### src/rtl/axi_vdma_pkg.sv
// ---------------------------------------------------------------------------
// axi_vdma_pkg
// Purpose : shared types and AXI constants for the VDMA state cores.
// Contents: state_e    - burst sequencer states (IDLE, ADDR, DATA, DONE)
//           BURST_INCR - ARBURST/AWBURST encoding for incrementing bursts
//           CACHE_DEF  - default ARCACHE/AWCACHE (bufferable, modifiable)
//           RESP_OKAY  - RRESP/BRESP encoding for a clean transfer
//           clog2()    - ceiling log2, used to derive ARSIZE from DSIZE
// ---------------------------------------------------------------------------
package axi_vdma_pkg;

   typedef enum logic [1:0] {
      IDLE = 2'd0,
      ADDR = 2'd1,
      DATA = 2'd2,
      DONE = 2'd3
   } state_e;

   localparam logic [1:0] BURST_INCR = 2'b01;
   localparam logic [3:0] CACHE_DEF  = 4'b0011;
   localparam logic [1:0] RESP_OKAY  = 2'b00;

   // Smallest n with 2**n >= value; value 1 gives 0.
   function automatic int clog2(input int value);
      int result;
      result = 0;
      for (int i = 0; i < 31; i++) begin
         if ((1 << i) < value) begin
            result = i + 1;
         end
      end
      return result;
   endfunction

endpackage

### src/rtl/axi_inf_read_state_core_if.sv
// ---------------------------------------------------------------------------
// axi_inf_read_state_core_if
// Purpose : AXI4 read-address and read-data channel bundle.
// Modports: master - drives AR fields, ARVALID and RREADY; samples ARREADY
//                    and the R channel
//           slave  - the memory side, mirror image of master
// Params  : IDSIZE (ID width), LSIZE (ARLEN width), ASIZE (address width),
//           DSIZE (data width)
// ---------------------------------------------------------------------------
interface axi_inf_read_state_core_if #(
   parameter int IDSIZE = 3,
   parameter int LSIZE  = 9,
   parameter int ASIZE  = 32,
   parameter int DSIZE  = 256
);

   logic [IDSIZE-1:0] axi_arid;
   logic [ASIZE-1:0]  axi_araddr;
   logic [LSIZE-1:0]  axi_arlen;
   logic [2:0]        axi_arsize;
   logic [1:0]        axi_arburst;
   logic              axi_arlock;
   logic [3:0]        axi_arcache;
   logic [2:0]        axi_arprot;
   logic [3:0]        axi_arqos;
   logic              axi_arvalid;
   logic              axi_arready;

   logic [IDSIZE-1:0] axi_rid;
   logic [DSIZE-1:0]  axi_rdata;
   logic [1:0]        axi_rresp;
   logic              axi_rlast;
   logic              axi_rvalid;
   logic              axi_rready;

   modport master (
      output axi_arid, axi_araddr, axi_arlen, axi_arsize, axi_arburst,
             axi_arlock, axi_arcache, axi_arprot, axi_arqos, axi_arvalid,
      input  axi_arready,
      input  axi_rid, axi_rdata, axi_rresp, axi_rlast, axi_rvalid,
      output axi_rready
   );

   modport slave (
      input  axi_arid, axi_araddr, axi_arlen, axi_arsize, axi_arburst,
             axi_arlock, axi_arcache, axi_arprot, axi_arqos, axi_arvalid,
      output axi_arready,
      output axi_rid, axi_rdata, axi_rresp, axi_rlast, axi_rvalid,
      input  axi_rready
   );

endinterface

### src/rtl/axi_inf_read_state_core.sv
// ---------------------------------------------------------------------------
// axi_inf_read_state_core
// Purpose : single-outstanding AXI4 read-burst master. Takes one burst request
//           (address + beats-1), issues AR, accepts the R beats and pushes each
//           one into the downstream stream FIFO, throttling RREADY on FIFO
//           almost-full.
// Ports   : axi_aclk, axi_resetn          - clock, async active-low reset
//           read_req, req_len, req_addr   - burst request (sampled in IDLE)
//           req_resp                      - pulse after the AR handshake
//           req_done                      - pulse after the last beat is pushed
//           fifo_almost_full              - downstream backpressure
//           push_data_en/push_data/push_last - FIFO write port (registered)
//           rd_err                        - sticky read-error flag (optional)
//           axi                           - AR/R channels, master modport
// Options : READ_RESP_CHECK_EN - when defined, adds rd_err, which latches any
//           non-OKAY RRESP, wrong RID, or RLAST out of place on an accepted beat.
// ---------------------------------------------------------------------------
module axi_inf_read_state_core
   import axi_vdma_pkg::*;
#(
   parameter int IDSIZE = 3,
   parameter int ID     = 0,
   parameter int LSIZE  = 9,
   parameter int ASIZE  = 32,
   parameter int DSIZE  = 256
) (
   input  logic              axi_aclk,
   input  logic              axi_resetn,
   input  logic              read_req,
   input  logic [LSIZE-1:0]  req_len,
   input  logic [ASIZE-1:0]  req_addr,
   output logic              req_resp,
   output logic              req_done,
   input  logic              fifo_almost_full,
   output logic              push_data_en,
   output logic [DSIZE-1:0]  push_data,
   output logic              push_last,
`ifdef READ_RESP_CHECK_EN
   output logic              rd_err,
`endif
   axi_inf_read_state_core_if.master axi
);

   localparam int                ARSIZE_I = clog2(DSIZE / 8);
   localparam logic [2:0]        ARSIZE_C = ARSIZE_I[2:0];
   localparam logic [IDSIZE-1:0] ID_C     = IDSIZE'(ID);

   state_e             state_q,     state_d;
   logic [ASIZE-1:0]   araddr_q,    araddr_d;
   logic [LSIZE-1:0]   arlen_q,     arlen_d;
   logic               arvalid_q,   arvalid_d;
   logic               req_resp_q,  req_resp_d;
   logic               req_done_q,  req_done_d;
   logic [LSIZE-1:0]   cnt_q,       cnt_d;
   logic               push_en_q,   push_en_d;
   logic [DSIZE-1:0]   push_data_q, push_data_d;
   logic               push_last_q, push_last_d;

   logic               in_data;
   logic               beat_acc;
   logic               is_last;

   // RREADY only depends on the registered state and the FIFO flag, so it can
   // follow almost-full cycle by cycle without a combinational path from R.
   assign in_data  = (state_q == DATA);
   assign beat_acc = axi.axi_rvalid && axi.axi_rready;
   assign is_last  = (cnt_q == arlen_q);

   always_comb begin
      state_d     = state_q;
      araddr_d    = araddr_q;
      arlen_d     = arlen_q;
      arvalid_d   = arvalid_q;
      req_resp_d  = 1'b0;
      req_done_d  = 1'b0;
      cnt_d       = cnt_q;
      push_en_d   = 1'b0;
      push_data_d = push_data_q;
      push_last_d = 1'b0;

      case (state_q)
         IDLE: begin
            if (read_req) begin
               araddr_d  = req_addr;
               arlen_d   = req_len;
               arvalid_d = 1'b1;
               state_d   = ADDR;
            end
         end
         ADDR: begin
            if (axi.axi_arready) begin
               arvalid_d  = 1'b0;
               req_resp_d = 1'b1;
               state_d    = DATA;
            end
         end
         DATA: begin
            // Termination is by beat count against ARLEN, never by RLAST; the
            // counter is not bumped on the final beat so ARLEN=max cannot wrap.
            if (beat_acc) begin
               push_en_d   = 1'b1;
               push_data_d = axi.axi_rdata;
               push_last_d = is_last;
               if (is_last) begin
                  state_d = DONE;
               end else begin
                  cnt_d = cnt_q + LSIZE'(1);
               end
            end
         end
         DONE: begin
            req_done_d = 1'b1;
            cnt_d      = '0;
            state_d    = IDLE;
         end
         default: begin
            state_d = IDLE;
         end
      endcase
   end

   always_ff @(posedge axi_aclk or negedge axi_resetn) begin
      if (!axi_resetn) begin
         state_q     <= IDLE;
         araddr_q    <= '0;
         arlen_q     <= '0;
         arvalid_q   <= 1'b0;
         req_resp_q  <= 1'b0;
         req_done_q  <= 1'b0;
         cnt_q       <= '0;
         push_en_q   <= 1'b0;
         push_data_q <= '0;
         push_last_q <= 1'b0;
      end else begin
         state_q     <= state_d;
         araddr_q    <= araddr_d;
         arlen_q     <= arlen_d;
         arvalid_q   <= arvalid_d;
         req_resp_q  <= req_resp_d;
         req_done_q  <= req_done_d;
         cnt_q       <= cnt_d;
         push_en_q   <= push_en_d;
         push_data_q <= push_data_d;
         push_last_q <= push_last_d;
      end
   end

`ifdef READ_RESP_CHECK_EN
   logic rd_err_q, rd_err_d;
   logic beat_bad;

   // RLAST must appear exactly on the beat the counter says is final.
   assign beat_bad = (axi.axi_rresp != RESP_OKAY) ||
                     (axi.axi_rid != ID_C) ||
                     (axi.axi_rlast != is_last);

   always_comb begin
      rd_err_d = rd_err_q;
      if (in_data && beat_acc && beat_bad) begin
         rd_err_d = 1'b1;
      end
   end

   always_ff @(posedge axi_aclk or negedge axi_resetn) begin
      if (!axi_resetn) begin
         rd_err_q <= 1'b0;
      end else begin
         rd_err_q <= rd_err_d;
      end
   end

   assign rd_err = rd_err_q;
`else
   logic unused_resp;
   assign unused_resp = ^{axi.axi_rid, axi.axi_rresp, axi.axi_rlast};
`endif

   assign req_resp     = req_resp_q;
   assign req_done     = req_done_q;
   assign push_data_en = push_en_q;
   assign push_data    = push_data_q;
   assign push_last    = push_last_q;

   assign axi.axi_arid    = ID_C;
   assign axi.axi_araddr  = araddr_q;
   assign axi.axi_arlen   = arlen_q;
   assign axi.axi_arsize  = ARSIZE_C;
   assign axi.axi_arburst = BURST_INCR;
   assign axi.axi_arlock  = 1'b0;
   assign axi.axi_arcache = CACHE_DEF;
   assign axi.axi_arprot  = 3'b000;
   assign axi.axi_arqos   = 4'b0000;
   assign axi.axi_arvalid = arvalid_q;
   assign axi.axi_rready  = in_data && !fifo_almost_full;

endmodule

### src/flat_wrapper.sv
// flat-port wrapper written by rule: the top's interface ports become plain ports
module axi_inf_read_state_core_flat import axi_vdma_pkg::*;
#(
   parameter int IDSIZE = 3,
   parameter int ID     = 0,
   parameter int LSIZE  = 9,
   parameter int ASIZE  = 32,
   parameter int DSIZE  = 256
)
  (axi_aclk, axi_resetn, read_req, req_len, req_addr, req_resp, req_done, fifo_almost_full, push_data_en, push_data, push_last, axi_axi_arid, axi_axi_araddr, axi_axi_arlen, axi_axi_arsize, axi_axi_arburst, axi_axi_arlock, axi_axi_arcache, axi_axi_arprot, axi_axi_arqos, axi_axi_arvalid, axi_axi_arready, axi_axi_rid, axi_axi_rdata, axi_axi_rresp, axi_axi_rlast, axi_axi_rvalid, axi_axi_rready);
  axi_inf_read_state_core_if #(.IDSIZE(IDSIZE), .LSIZE(LSIZE), .ASIZE(ASIZE), .DSIZE(DSIZE)) axi_i ();
  input  logic axi_aclk;
  input  logic axi_resetn;
  input  logic read_req;
  input  logic [LSIZE-1:0] req_len;
  input  logic [ASIZE-1:0] req_addr;
  output logic req_resp;
  output logic req_done;
  input  logic fifo_almost_full;
  output logic push_data_en;
  output logic [DSIZE-1:0] push_data;
  output logic push_last;
  output wire logic [$bits(axi_i.axi_arid)-1:0] axi_axi_arid;
  output wire logic [$bits(axi_i.axi_araddr)-1:0] axi_axi_araddr;
  output wire logic [$bits(axi_i.axi_arlen)-1:0] axi_axi_arlen;
  output wire logic [$bits(axi_i.axi_arsize)-1:0] axi_axi_arsize;
  output wire logic [$bits(axi_i.axi_arburst)-1:0] axi_axi_arburst;
  output wire logic [$bits(axi_i.axi_arlock)-1:0] axi_axi_arlock;
  output wire logic [$bits(axi_i.axi_arcache)-1:0] axi_axi_arcache;
  output wire logic [$bits(axi_i.axi_arprot)-1:0] axi_axi_arprot;
  output wire logic [$bits(axi_i.axi_arqos)-1:0] axi_axi_arqos;
  output wire logic [$bits(axi_i.axi_arvalid)-1:0] axi_axi_arvalid;
  input wire logic [$bits(axi_i.axi_arready)-1:0] axi_axi_arready;
  input wire logic [$bits(axi_i.axi_rid)-1:0] axi_axi_rid;
  input wire logic [$bits(axi_i.axi_rdata)-1:0] axi_axi_rdata;
  input wire logic [$bits(axi_i.axi_rresp)-1:0] axi_axi_rresp;
  input wire logic [$bits(axi_i.axi_rlast)-1:0] axi_axi_rlast;
  input wire logic [$bits(axi_i.axi_rvalid)-1:0] axi_axi_rvalid;
  output wire logic [$bits(axi_i.axi_rready)-1:0] axi_axi_rready;
  assign axi_axi_arid = axi_i.axi_arid;
  assign axi_axi_araddr = axi_i.axi_araddr;
  assign axi_axi_arlen = axi_i.axi_arlen;
  assign axi_axi_arsize = axi_i.axi_arsize;
  assign axi_axi_arburst = axi_i.axi_arburst;
  assign axi_axi_arlock = axi_i.axi_arlock;
  assign axi_axi_arcache = axi_i.axi_arcache;
  assign axi_axi_arprot = axi_i.axi_arprot;
  assign axi_axi_arqos = axi_i.axi_arqos;
  assign axi_axi_arvalid = axi_i.axi_arvalid;
  assign axi_i.axi_arready = axi_axi_arready;
  assign axi_i.axi_rid = axi_axi_rid;
  assign axi_i.axi_rdata = axi_axi_rdata;
  assign axi_i.axi_rresp = axi_axi_rresp;
  assign axi_i.axi_rlast = axi_axi_rlast;
  assign axi_i.axi_rvalid = axi_axi_rvalid;
  assign axi_axi_rready = axi_i.axi_rready;
  axi_inf_read_state_core #(.IDSIZE(IDSIZE), .ID(ID), .LSIZE(LSIZE), .ASIZE(ASIZE), .DSIZE(DSIZE)) u_core (.axi_aclk(axi_aclk), .axi_resetn(axi_resetn), .read_req(read_req), .req_len(req_len), .req_addr(req_addr), .req_resp(req_resp), .req_done(req_done), .fifo_almost_full(fifo_almost_full), .push_data_en(push_data_en), .push_data(push_data), .push_last(push_last), .axi(axi_i));
endmodule
### config.mk
export PLATFORM = sky130hd
export DESIGN_NAME = axi_inf_read_state_core_flat
export DESIGN_NICKNAME = d
export VERILOG_FILES = /design/src/rtl/axi_vdma_pkg.sv /design/src/rtl/axi_inf_read_state_core_if.sv /design/src/rtl/axi_inf_read_state_core.sv /design/src/flat_wrapper.sv
export SDC_FILE = /design/constraint.sdc
export NUM_CORES = 1
export LEC_CHECK = 0
export CORE_AREA = 4 4 240 242
export CTS_CLUSTER_SIZE = 20
export DETAILED_ROUTE_END_ITERATION = 10
export DIE_AREA = 0 0 244 246
export PLACE_DENSITY = 0.61
export SLEW_MARGIN = 40
export SYNTH_ARGS = -nofsm -noshare
export SYNTH_HDL_FRONTEND = slang
export SYNTH_SLANG_ARGS = --single-unit
### constraint.sdc
create_clock -name axi_aclk -period 2.7 [get_ports axi_aclk]
set_clock_uncertainty 0.15 [all_clocks]
set_input_delay 0.54 -clock axi_aclk [delete_from_list [all_inputs] [get_ports axi_aclk]]
set_output_delay 0.54 -clock axi_aclk [all_outputs]
set_load 0.005 [all_outputs]
Yosys cells after proc, flatten, opt, wreduce, memory -nomap -nowiden. Index checks and enable logic that the tools add are counted.

Register bits: 313. Input port bits: 309. Output and inout bits: 323. Logic and storage cells: 49.

$add $sub $neg: 1. Equality and inequality tests: 9. Mux-type cells: 18. Reductions and logical operators: 11.

Operators with widths (count): two-way mux 9 bit (2); one-hot mux 9 bit (2 select lines) (1); != test 2 bit (second input constant) (5); adder 9 x 1 -> 9 bit (second input constant) (1); == test 9 bit (1); two-way mux 1 bit (9); two-way mux 2 bit (4); one-hot mux 2 bit (4 select lines) (1); AND reduction 3 bit (2); == test 2 bit (second input constant) (2); AND reduction 2 bit (2); AND reduction 4 bit (1); nonzero test 2 bit (2); == test 2 x 1 -> 1 bit (second input constant) (1); logical AND 1 bit (2); logical NOT 2 bit (1); one-hot mux 1 bit (2 select lines) (1); logical NOT 1 bit (1).

Depth between registers and ports, before layout. Gate-level depths: netlist (run 1).

Word-level depth: 5. Gate-level depth with buffers: 9. Gate-level depth less buffers: 8.

Worst setup path before layout (run 1). OpenSTA, ideal clock, no wires.

Kind: register to register. From: register u_core.state_q[0]. To: register u_core.cnt_q[8]. Setup time: 121 ps. Data arrival time: 1894 ps. Data required time: 2429 ps. Path slack: 535 ps. Stages on the path, launching flop included: 9. Buffers on the path: 1. Clock period less this slack: 2165 ps. Path through: dfrtp_1 inv_1 ha_1 nand3b_1 buf_2 or4_1 a31oi_1 xor2_1 a22o_1.

Cells in the longest elaborated chain, start to end: 5. Elaborated cells on any way between the ends: 9. Those cells by class: eq/ne (4); mux (1); reduce/logical (4).

RTL lines: from (decl) (RTL line axi_inf_read_state_core.sv:48) `state_e state_q, state_d;`; from (signal assigned) (RTL line axi_inf_read_state_core.sv:135) `state_q <= state_d;`; == test 2 bit (RTL line axi_inf_read_state_core.sv:65, axi_inf_read_state_core.sv:81); logical AND 1 bit (RTL line axi_inf_read_state_core.sv:194) `assign axi.axi_rready = in_data && !fifo_almost_full;`; logical AND 1 bit (RTL line axi_inf_read_state_core.sv:66) `assign beat_acc = axi.axi_rvalid && axi.axi_rready;`; != test 2 bit (no line); AND reduction 3 bit (no line); to (signal assigned) (RTL line axi_inf_read_state_core.sv:141) `cnt_q <= cnt_d;`; to (decl) (RTL line axi_inf_read_state_core.sv:54) `logic [LSIZE-1:0] cnt_q, cnt_d;`.

Parallel ways exist; a longest one is shown, timed or not. A chain may end at the register's enable or synchronous reset.

Worst setup path in the final report (run 1).
From: register u_core.state_q[0]. To: output port axi_axi_rready.

Cells in the longest elaborated chain, start to end: 2.

RTL lines: == test 2 bit (RTL line axi_inf_read_state_core.sv:65) `assign in_data = (state_q == DATA);`; logical AND 1 bit (RTL line axi_inf_read_state_core.sv:194); to (decl) (RTL line flat_wrapper.sv:39) `output wire logic [$bits(axi_i.axi_rready)-1:0] axi_axi_rready;`.

Every way passes these cells.

==> metrics, run 1 <==
GRT Residual Overflow 0; die area 60,000 um2; r2r endpoint u_core.cnt_q[2]; GRT Util Overall 0.134; reg2reg setup slack 0.51 ns; fraction of final layout cells sized beyond drive strength 1 0.0738; Slew Viols, Final 0; Worst Setup End Kind output port; CTS sink cnt 313; detailed placement HPWL 31.4 mm; Multi-input gate area 4050 um2; TNS Setup 0 ns; Max Cap Violations 0; worst path cell trace inv_2 -> ha_4 -> nor2b_1 -> clkdlybuf4s50_1; Synth Area in Adders 0.00614; Area contributors post-synth dfrtp_1 (64%), nand2_1 (24%), mux2_2 (3.8%); XOR/XNOR Fraction of Synth Area 0.00932; top_reg_cell synth dfrtp_1; Critical Path RT 2.01 ns; RSZ-0062 raised after global routing false; P_leak 9.71 nW; top-count cell post-synth nand2_1; Die H 246 um; DRC errors left 0; Core Rows 86; Post-Route WL 42.1 mm; Slowest Stage Delay on Critical Path 0.51 ns; hold slack 0.321 ns; actual slew at the worst max-slew pin 0.641 ns; status finished, final reports clean; Post-Syn Instances 1,291; Buf/Inv on CP 2; FF+latch count, synth 313; Peak VDD IR 0.458 mV; Post-DRT Antenna Nets 0; # IOs 632; starting density of the core 0.222; f_max 390 MHz; Slew HR 0.573; Avg Synthesized Cell Area 9.47 um2; CP delay by family, top buffers and inverters; routability cong. 0.824; Via Count 10,700; Core Area 55,100 um2; Synth cell types 45; sequential cell fraction of total power 0.370; main combinational cell family by area after synthesis simple AND/OR/NAND/NOR gates; Reg area 7830 um2; Final setup viols 0; largest net degree at the start of global routing 125; CP startpoint kind flip-flop; WL/cell 15.8 um; Synth top area share 0.641; vias per cell 4.01; ys async rst share 1.00; number of global-route vias before repair 11,100; final cycle utilization of the critical path 0.949; WS Path Type reg -> out; R2R cell count 6; Compound-Gate Fraction of Synth Area 0.0128; Combinational Power Share 0.394; highest fanout seen on the critical path 7; CTS tree yes; critical path's slowest cell clkdlybuf4s50_1; Pint 15.3 mW; H-Tree Depth 2; final core occ 0.373; Tmin final 2.56 ns; drt initial violations 534; number of enable flip-flop cells after synthesis 0; CTS Buf Count 37; leading area contributor after synthesis dfrtp_1; crit path to axi_axi_rready; sequential area share after synthesis 0.641; Clock Path Buffers 3; initial antenna violation count 4; DR pass1 iterations 4; final-report hold violation count 0; Sw Ratio 0.305; Critical Path Stages 4; Clock Power Share 0.236; Critical Path Start u_core.state_q[0]; Filler Cells Inserted 5,520; top cells by count, synth nand2_1 (778), dfrtp_1 (313), clkbuf_1 (51); Port Buffers 605; clk slew on worst S/H paths 0.06 ns; FF-to-FF Start u_core.cnt_q[5]; simple-gate share of the synthesized area 0.255; clk_lat worst skew 0.53 ns; PD cells 1070 nW/um2; post-synthesis mux area share 0.0403; worst min-delay path category reg -> reg; CTS root buffer clkbuf_16; synth warn 0; chip width 244 um; global-route wire length before repair 63.8 mm; Nets 2,212; Post-Syn Area 12,200 um2; CP arrival 1.87 ns; Syn-to-layout area delta 68.0%; sw power 6.68 mW
registers in the layout (all words and copies together) (netlist names):
signal and cells:
u_core.push_data 256, u_core.req_done 1, u_core.state_q 2, u_core.push_data_en 1, u_core.cnt_q 9, u_core.axi.axi_arvalid 1
u_core.axi.axi_arlen 9, u_core.axi.axi_araddr 32, u_core.push_last 1, u_core.req_resp 1
worst min-delay path by stage:
| stage | to | depth (start not counted) | from |
|---|---|---|---|
| after global placement | u_core.push_data[191] | 2 | u_core.push_data[191] |
| after detailed placement | u_core.push_data[73] | 2 | u_core.push_data[73] |
| final | u_core.push_data[143] | 2 | u_core.push_data[143] |
| after global routing | u_core.push_data[25] | 2 | u_core.push_data[25] |
| after CTS | u_core.push_data[251] | 2 | u_core.push_data[251] |
| after floorplan | u_core.axi.axi_araddr[0] | 0 | axi_resetn |
routing by layer:
| layer | share of wire | vias up | track usage |
|---|---|---|---|
| li1 | - | 5136 | - |
| met1 | 0.37 | 5118 | 0.146 |
| met2 | 0.50 | 386 | 0.235 |
| met3 | 0.091 | 80 | 0.0529 |
| met4 | 0.031 | 4 | 0.0491 |
| met5 | 0.00066 | - | 0 |
per-stage QoR:
| stage | power [mW] | cell area (um2) | worst slack (ns) | std cells |
|---|---|---|---|---|
| after detailed placement | 16.9 | 19200 | 0.198 | 2605 |
| after floorplan | 10.9 | 12300 | 0.535 | 1309 |
| after global routing | 23.4 | 20500 | 0.0395 | 2674 |
| after CTS | 22.3 | 20500 | 0.0185 | 2672 |
| final | 21.9 | 20500 | 0.136 | 2674 |
| after global placement | 16.7 | 19200 | 0.185 | 2605 |
timing repair:
item | 4_1_cts | 5_1_grt
cloned | 0 | 0
resized for setup | 2 | 1
buffers inserted | 1 | 0
endpoints found under the hold margin | 46 | 0
hold buffers | 1 | 0
setup endpoints to repair | 1 | 1
placed cells by master, fill, tap and decap left out, types with 2 or more instances in the layout:
master           netlist  final
conb_1                 2     20
ha_1                   6      5
a22o_1                 4      4
clkbuf_1              51      5
clkinvlp_4             0      4
inv_1                  4      3
clkdlybuf4s50_1        0    604
bufinv_16              0      4
buf_4                 20     16
nand2_1              778    777
dfrtp_1              313    313
clkinv_2               0      6
a21oi_1                3      3
diode_2                0      2
xor2_1                13     13
or3_1                  2      2
o21ai_0                2      2
clkbuf_8               0      6
nand4_1                3      3
nor2b_1                2      2
buf_12                 0     11
clkbuf_16              0     39
and3_1                 3      3
nor2_1                 3      3
mux2_2                41     41
a31oi_1                3      3
mux2i_1                2      2
layout make-up:
cell class | count | share of cell area
clock inverter | 16 | 0.00963
inverter | 5 | 0.00128
clock buffer | 50 | 0.0525
tap | 748 | 0.0456
timing repair buffer | 633 | 0.312
sequential | 313 | 0.381
multi-input combinational | 907 | 0.197
antenna | 2 | 0.000244
worst min-delay path: stages (launching register included):
cell	delay, ns
dfrtp_1	0.34
nand2_1	0.05
nand2_1	0.05
power by group through the flow:
stage | Sequential [mW] | Clock (mW) | Combinational, mW
2_1_floorplan | 8.22 | 0 | 2.66
3_3_place_gp | 8.07 | 0 | 8.66
3_5_place_dp | 8.18 | 0 | 8.77
4_1_cts | 8.14 | 5.38 | 8.82
5_1_grt | 8.40 | 5.57 | 9.43
6_report | 8.11 | 5.17 | 8.65
cells by family (layout without fill, tap and decap cells):
logic type | count (synthesis) | count (layout)
adders and majority gates | 6 | 6
buffers and inverters | 89 | 704
xor gates and xnor gates | 13 | 13
AOI/OAI and AO/OA | 19 | 19
DFF | 313 | 313
and+or+nand+nor | 805 | 805
muxes | 44 | 44
other | 2 | 22
No activity file was read; power rests on OpenSTA's default activity.
==> run 2: changes to the inputs <==
- MAX_ROUTING_LAYER: not set -> met4
- clock period: 2.7 -> 2.5 ns (I/O delays scaled with it)
==> run 2 against run 1 <==
Net effect:
- register-to-register slack worse by 0.22 ns
- sequential cell count unchanged
- non-clock buffer count up 13
- die area unchanged
- sequential share of layout area down 0.20 points
- first-iteration DRC count down 16%
- combinational power up 8.4%
- final area up 0.52%
- critical path type unchanged
==> metrics, run 2 (same netlist as run 1, synthesis figures left out) <==
Slowest Stage Delay on Critical Path 0.38 ns; reg2reg setup slack 0.29 ns; P_leak 9.78 nW; Inst Count DP 2,617; fin cells 2,683; global-route wire length before repair 64.7 mm; GRT Residual Overflow 0; drt initial violations 450; Buf/Inv on CP 3; # IOs 632; starting density of the core 0.222; actual slew at the worst max-slew pin 0.578 ns; chip width 244 um; hold slack 0.284 ns; Slew Viols, Final 0; CP delay by family, top buffers and inverters; number of global-route vias before repair 11,300; WS Path Type reg -> out; Via Count 10,700; worst path cell trace inv_2 -> ha_2 -> buf_4 -> nor2b_1 -> dlygate4sd2_1; PD cells 1150 nW/um2; max reg flops 256; Core Rows 86; worst min-delay path category in -> async; CP arrival 1.69 ns; Final setup viols 0; initial antenna violation count 5; vias per cell 3.99; fin worst setup slack 0.159 ns; RSZ-0062 raised after global routing false; Core Area 55,100 um2; CTS Buf Count 38; Peak VDD IR 0.676 mV; Tmin final 2.34 ns; Slew HR 0.615; Filler Cells Inserted 5,520; Worst Setup End Kind output port; CTS root buffer clkbuf_16; clk_lat worst skew 0.53 ns; commonest non-fill, non-tap cell in the layout nand2_1; Max Cap Violations 0; Port Buffers 605; highest fanout seen on the critical path 6; Post-DRT Antenna Nets 0; detailed placement HPWL 31.8 mm; clk slew on worst S/H paths 0.05 ns; final-report hold violation count 0; final cycle utilization of the critical path 0.937; status finished, final reports clean; CTS sink cnt 313; Die H 246 um; f_max 427 MHz; Nets 2,226; DRC errors left 0; Cell Area, Placed 19,400 um2; H-Tree Depth 2; GRT Util Overall 0.140; Syn-to-layout area delta 68.9%; WL/cell 15.9 um; routability cong. 0.874; Clock Path Buffers 3; critical path's slowest cell dfrtp_1; die area 60,000 um2; Post-Route WL 42.5 mm; CTS tree yes; DR pass1 iterations 4; commonest cells after routing, fill and taps aside nand2_1 (777), clkdlybuf4s50_1 (603), dfrtp_1 (313); final instance area 20,600 um2; CP startpoint kind flip-flop; TNS Setup 0 ns; largest net degree at the start of global routing 113; Critical Path RT 1.85 ns; fraction of final layout cells sized beyond drive strength 1 0.0766; dpl ws 0.0434 ns
-- run 2: final timing paths --
| check | start | endpoint | cells after the start |
|---|---|---|---|
| max | u_core.state_q[0] | axi_axi_rready | 5 |
| min | axi_resetn | u_core.axi.axi_araddr[14] | 2 |
| max reg2reg | u_core.cnt_q[5] | u_core.state_q[1] | 5 |
| min reg2reg | u_core.push_data[4] | u_core.push_data[4] | 2 |
| max in group asynchronous | axi_resetn | u_core.push_data[25] | 4 |
| min in group axi_aclk | u_core.push_data[4] | u_core.push_data[4] | 2 |
-- run 2: report_power, final --
part / internal (mW) / total (mW) / switching, mW
combinational: 5.67 / 9.38 / 3.71
sequential: 7.41 / 8.77 / 1.35
clock: 3.41 / 5.54 / 2.12
total: 16.5 / 23.7 / 7.19
-- run 2: area by class of cell --
class | count | area, um2 | area share
flip-flops and latches | 313 | 7830 | 0.380
repair buffers | 646 | 6560 | 0.318
multi-input cells | 907 | 4040 | 0.196
clock buffers | 53 | 1120 | 0.0543
well taps | 748 | 936 | 0.0453
clock inverters | 8 | 121 | 0.00588
inverters | 5 | 26.3 | 0.00127
diodes | 3 | 7.51 | 0.000364
-- run 2: per-layer routing --
layer / vias to the layer above / share of wire / track usage
met2: 407 / 0.50 / 0.234
met5: - / 0 / -
met1: 5037 / 0.40 / 0.161
li1: 5172 / - / -
met4: 0 / 0.030 / 0.0498
met3: 78 / 0.076 / 0.0434
-- run 2: what timing repair did --
item / CTS / global route
hold buffers: 1 / 0
hold endpoints to repair: 36 / 0
gates resized for setup: 3 / 0
setup buffers: 1 / 0
endpoints found under the setup margin: 1 / 0
-- run 2: per-stage QoR --
| step | power, mW | utilization |
|---|---|---|
| 2_1_floorplan | 11.7 | - |
| 3_3_place_gp | 18.1 | 0.352 |
| 3_5_place_dp | 18.3 | 0.352 |
| 4_1_cts | 24.1 | 0.374 |
| 5_1_grt | 25.3 | 0.375 |
| 6_report | 23.7 | 0.375 |
==> variant 1: new RTL, config.mk and constraints of run 2 <==
`LSIZE` is set to 9 in 3 places; all go to 18.
--- a/src/rtl/axi_inf_read_state_core_if.sv
+++ b/src/rtl/axi_inf_read_state_core_if.sv
@@ -9,7 +9,7 @@
 // ---------------------------------------------------------------------------
 interface axi_inf_read_state_core_if #(
    parameter int IDSIZE = 3,
-   parameter int LSIZE  = 9,
+   parameter int LSIZE  = 18,
    parameter int ASIZE  = 32,
    parameter int DSIZE  = 256
 );
--- a/src/rtl/axi_inf_read_state_core.sv
+++ b/src/rtl/axi_inf_read_state_core.sv
@@ -20,7 +20,7 @@
 #(
    parameter int IDSIZE = 3,
    parameter int ID     = 0,
-   parameter int LSIZE  = 9,
+   parameter int LSIZE  = 18,
    parameter int ASIZE  = 32,
    parameter int DSIZE  = 256
 ) (
--- a/src/flat_wrapper.sv
+++ b/src/flat_wrapper.sv
@@ -3,7 +3,7 @@
 #(
    parameter int IDSIZE = 3,
    parameter int ID     = 0,
-   parameter int LSIZE  = 9,
+   parameter int LSIZE  = 18,
    parameter int ASIZE  = 32,
    parameter int DSIZE  = 256
 )
Interface: changed (resized axi_axi_arlen and req_len); port bits go from 632 to 650. No check against the original RTL was run, so the function may have changed too.
==> variant 1 against run 2 <==
  * Design area rose by 6.6%
  * Via count is 9.3% higher
  * Setup slack improved by 0.0052 ns
  * Fmax rose by 0.22%
  * Sequential cell count grew 18
  * Combinational power grew 7%
  * Total power rose by 7.0%
  * Global-route usage is 0.98 points higher
  * Sequential power up 6.5%
  * Routed wire length grew 7.9%
  * Core utilization is 2.5 points higher
  * Synthesized area grew 9.2%
==> variant 1: results (changes against run 2) <==
Yosys cell types 50 (+11%); sequential fraction of the synthesis area 62.1% (-2.0 points); DP Worst Slack 0.106 ns (+0.0627 ns); Post-Synth Adder-Cell Area 0.562% (-0.052 points); initial antenna violation count 1 (-4); Top Family by Delay on Critical Path simple AND/OR/NAND/NOR gates; proportion of synthesized area in mux cells 4.38% (+0.34 points); CP Capture Point u_core.state_q[1]; Nets 2355 (+5.8%); Fillers 5380 (-2.5%); post-DP HPWL 34700 um (+9.1%); DP Cell Count 2736 (+4.5%); Cells after Synth 1396 (+8.1%); placed cell area 20600 um2 (+6.4%); largest fanout on the critical path 5 (-1); leak pwr 10.2 nW (+4.7%); XOR/XNOR Fraction of Synth Area 1.51% (+0.58 points); Crit path arrival time 2.60 ns (+0.91 ns); pin count of the biggest net entering global routing 66 (-42%); fraction of layout instances using a drive strength above 1 8.64% (+0.98 points); Max-Slew Margin vs Limit 57.2% (-4.2 points); list of most frequent post-synthesis cells 780 x nand2_1, 331 x dfrtp_1, 50 x mux2_2, 35 x buf_2, 29 x clkbuf_1; GRT Util Overall 15.0% (+0.98 points); Finished Layout Cells 2811 (+4.8%); VDD IR max 0.729 mV (+7.8%); port buffer count 623 (+3.0%); leading post-synthesis cells by cell area dfrtp_1 62%, nand2_1 22%, mux2_2 4.2%; status finished, final reports clean; DR iter-0 viols 419 (-6.9%); FF-to-FF Start u_core.cnt_q[12]; CP peak stage delay 0.48 ns (+0.10 ns); hold crit path type reg -> reg; Setup CP Type reg -> reg; Total Routed Length 45900 um (+7.9%)
[variant 1: where the power goes]
| part | leakage, nW | total (mW) | switching [mW] | internal, mW |
|---|---|---|---|---|
| registers | 4.11 | 9.34 | 1.53 | 7.81 |
| logic | 5.46 | 10.0 | 3.95 | 6.06 |
| clock network | 0.663 | 5.98 | 2.20 | 3.78 |
[variant 1: area by class of cell]
type                       instances  area (um2)  area share, %
sequential                       331        8280           37.6
timing repair buffer             670        6760           30.7
multi-input combinational        979        4620           21.0
clock buffer                      62        1190           5.43
tap                              748         936           4.25
clock inverter                     7         160          0.728
inverter                          11        48.8          0.222
antenna                            3        7.51         0.0341
[variant 1: how the worst min path moves through the flow]
stage / startpoint / end / slack (ns) / cells past startpoint
3_5_place_dp: axi_resetn / u_core.push_data[218] / 0.31 / 1
4_1_cts: axi_axi_rdata[202] / u_core.push_data[202] / 0.29 / 3
5_1_grt: axi_axi_rdata[202] / u_core.push_data[202] / 0.30 / 3
2_1_floorplan: axi_resetn / u_core.axi.axi_araddr[0] / 0.05 / 0
3_3_place_gp: axi_resetn / u_core.push_data[221] / 0.31 / 1
6_report: u_core.push_data[101] / u_core.push_data[101] / 0.32 / 2
[variant 1: timing repair]
| item | 4_1_cts | 5_1_grt |
|---|---|---|
| hold endpoints to repair | 37 | 0 |
| gates resized for setup | 5 | 0 |
| setup endpoints to repair | 1 | 0 |
| hold buffers | 1 | 0 |
| buffers inserted | 2 | 0 |
[variant 1: routing by layer]
layer / GRT usage, % / vias up / share of wire, %
met5: - / - / 0
met4: 4.61 / 0 / 2.8
met3: 5.15 / 70 / 8.9
met2: 25.0 / 490 / 49
met1: 17.2 / 5544 / 40
li1: - / 5586 / -
==> variant 2: new RTL, settings of run 2 <==
Without the edit above. Take the reset off `araddr_q` and load it in a clocked block of its own.
--- a/src/rtl/axi_inf_read_state_core.sv
+++ b/src/rtl/axi_inf_read_state_core.sv
@@ -122,7 +122,6 @@
    always_ff @(posedge axi_aclk or negedge axi_resetn) begin
       if (!axi_resetn) begin
          state_q     <= IDLE;
-         araddr_q    <= '0;
          arlen_q     <= '0;
          arvalid_q   <= 1'b0;
          req_resp_q  <= 1'b0;
@@ -133,7 +132,6 @@
          push_last_q <= 1'b0;
       end else begin
          state_q     <= state_d;
-         araddr_q    <= araddr_d;
          arlen_q     <= arlen_d;
          arvalid_q   <= arvalid_d;
          req_resp_q  <= req_resp_d;
@@ -143,6 +141,10 @@
          push_data_q <= push_data_d;
          push_last_q <= push_last_d;
       end
+   end
+
+   always_ff @(posedge axi_aclk) begin
+      araddr_q <= araddr_d;
    end
 
 `ifdef READ_RESP_CHECK_EN
Function: changed (a bounded check fails within 4 cycles, from zero or initial values and one cycle with axi_resetn low).
==> variant 2 against run 2 <==
  * Via count fell by 1.2%
  * Sequential share of layout area increased by 1.3 points
  * Design area fell by 1.3%
  * Sequential cell count did not move
  * Total power is 5.3% lower
  * Global-route usage increased by 0.11 points
  * Routed wire length up 2.5%
  * Clock power decreased by 8.7%
  * Setup slack worse by 0.046 ns
  * Final cell count is 1.2% lower
  * Synthesized area decreased by 1.6%
==> variant 2: results (changes against run 2) <==
Post-Synth Adder-Cell Area 0.624% (+0.010 points); GR Util met2 23.7% (+0.33 points); DP Cell Count 2585 (-1.2%); Switch Pwr 6.94 mW (-3.5%); hold crit path type reg -> reg; routed wl met2 21700 um (+3.0%); combinational power 8.78 mW (-6.4%); DR iter-0 viols 475 (+5.6%); largest fanout on the critical path 3 (-3); first-pass GRT wire length 64600 um (-0.22%); router iterations before antenna repair 5 (+1); leading post-synthesis cells by cell area dfrtp_1 58%, nand2_1 24%, edfxtp_1 8.0%; met1 wire length 17300 um (+2.1%); M3 GR Usage 3.80% (-0.54 points); DR vias/cell 3.98 (about the same); Finished Layout Cells 2652 (-1.2%); VDD IR max 0.559 mV (-17%); status finished, final reports clean; proportion of synthesized area in mux cells 1.02% (-3.0 points); EDFF count, synth 32 (+32); DR WL/cell 16.4 um (+3.7%); met1 usage in global routing 16.4% (+0.33 points); Fillers 5522 (+0.036%); XOR/XNOR Fraction of Synth Area 1.02% (+0.088 points); Synth async-reset ratio 89.8% (-10 points); pin count of the biggest net entering global routing 85 (-25%); Synth Area in Compound Gates 1.56% (+0.28 points); vias in the first global route 10880 (-3.9%); placed cell area 19200 um2 (-0.78%); Num CTS Buffers 37 (-2.6%); routed wl met3 3010 um (-6.4%); Cells after Synth 1253 (-2.9%); initial antenna violation count 2 (-3); Crit path arrival time 1.74 ns (+0.05 ns); fraction of layout instances using a drive strength above 1 6.10% (-1.6 points)
==> variant 2: final timing paths <==
| path | startpoint | end | slack, ns | cells past startpoint |
|---|---|---|---|---|
| min reg2reg | u_core.push_data[106] | u_core.push_data[106] | 0.32 | 2 |
| max reg2reg | u_core.state_q[0] | u_core.state_q[1] | 0.30 | 9 |
| max | u_core.state_q[0] | axi_axi_rready | 0.11 | 5 |
| min | u_core.push_data[106] | u_core.push_data[106] | 0.32 | 2 |
| max in group asynchronous | axi_resetn | u_core.push_data[143] | 1.09 | 3 |
| min in group asynchronous | axi_resetn | u_core.push_data[20] | 0.38 | 2 |
==> variant 2: worst max-delay path: cells and delay by family, from the launching register on <==
family | cells | cell delay, ns
flops | 1 | 0.38
simple gates | 1 | 0.20
buf+inv | 3 | 0.46
fa+ha+maj | 1 | 0.18
==> variant 2: stage by stage <==
stage          util (%)  setup slack, ns  hold WS (ns)  setup TNS [ns]
6_report           37.0            0.113         0.320               0
5_1_grt            37.0           0.0113         0.306               0
3_5_place_dp       34.9           -0.130         0.311          -0.530
4_1_cts            37.0           0.0478         0.291               0
3_3_place_gp       34.9          -0.0802         0.307          -0.151
2_1_floorplan         -            0.396        0.0544               0
==> variant 2: cell families after synthesis <==
logic type / after synthesis
mux: 11
simple gates: 797
fa+ha+maj: 6
compound gates: 22
xor+xnor: 14
buf+inv: 88
other cells: 2
flops: 313
==> variant 2: cell type report <==
type	instances	area share, %
tap	748	4.60
antenna	2	0.0246
sequential	313	39.2
timing repair buffer	647	32.4
inverter	8	0.184
multi-input combinational	870	18.1
clock inverter	12	0.424
clock buffer	52	5.07
==> variant 2: timing repair <==
action	4_1_cts	5_1_grt
hold endpoints to repair	46	0
buffers inserted	0	0
gates resized for setup	6	0
hold buffers	1	0
endpoints found under the setup margin	1	0
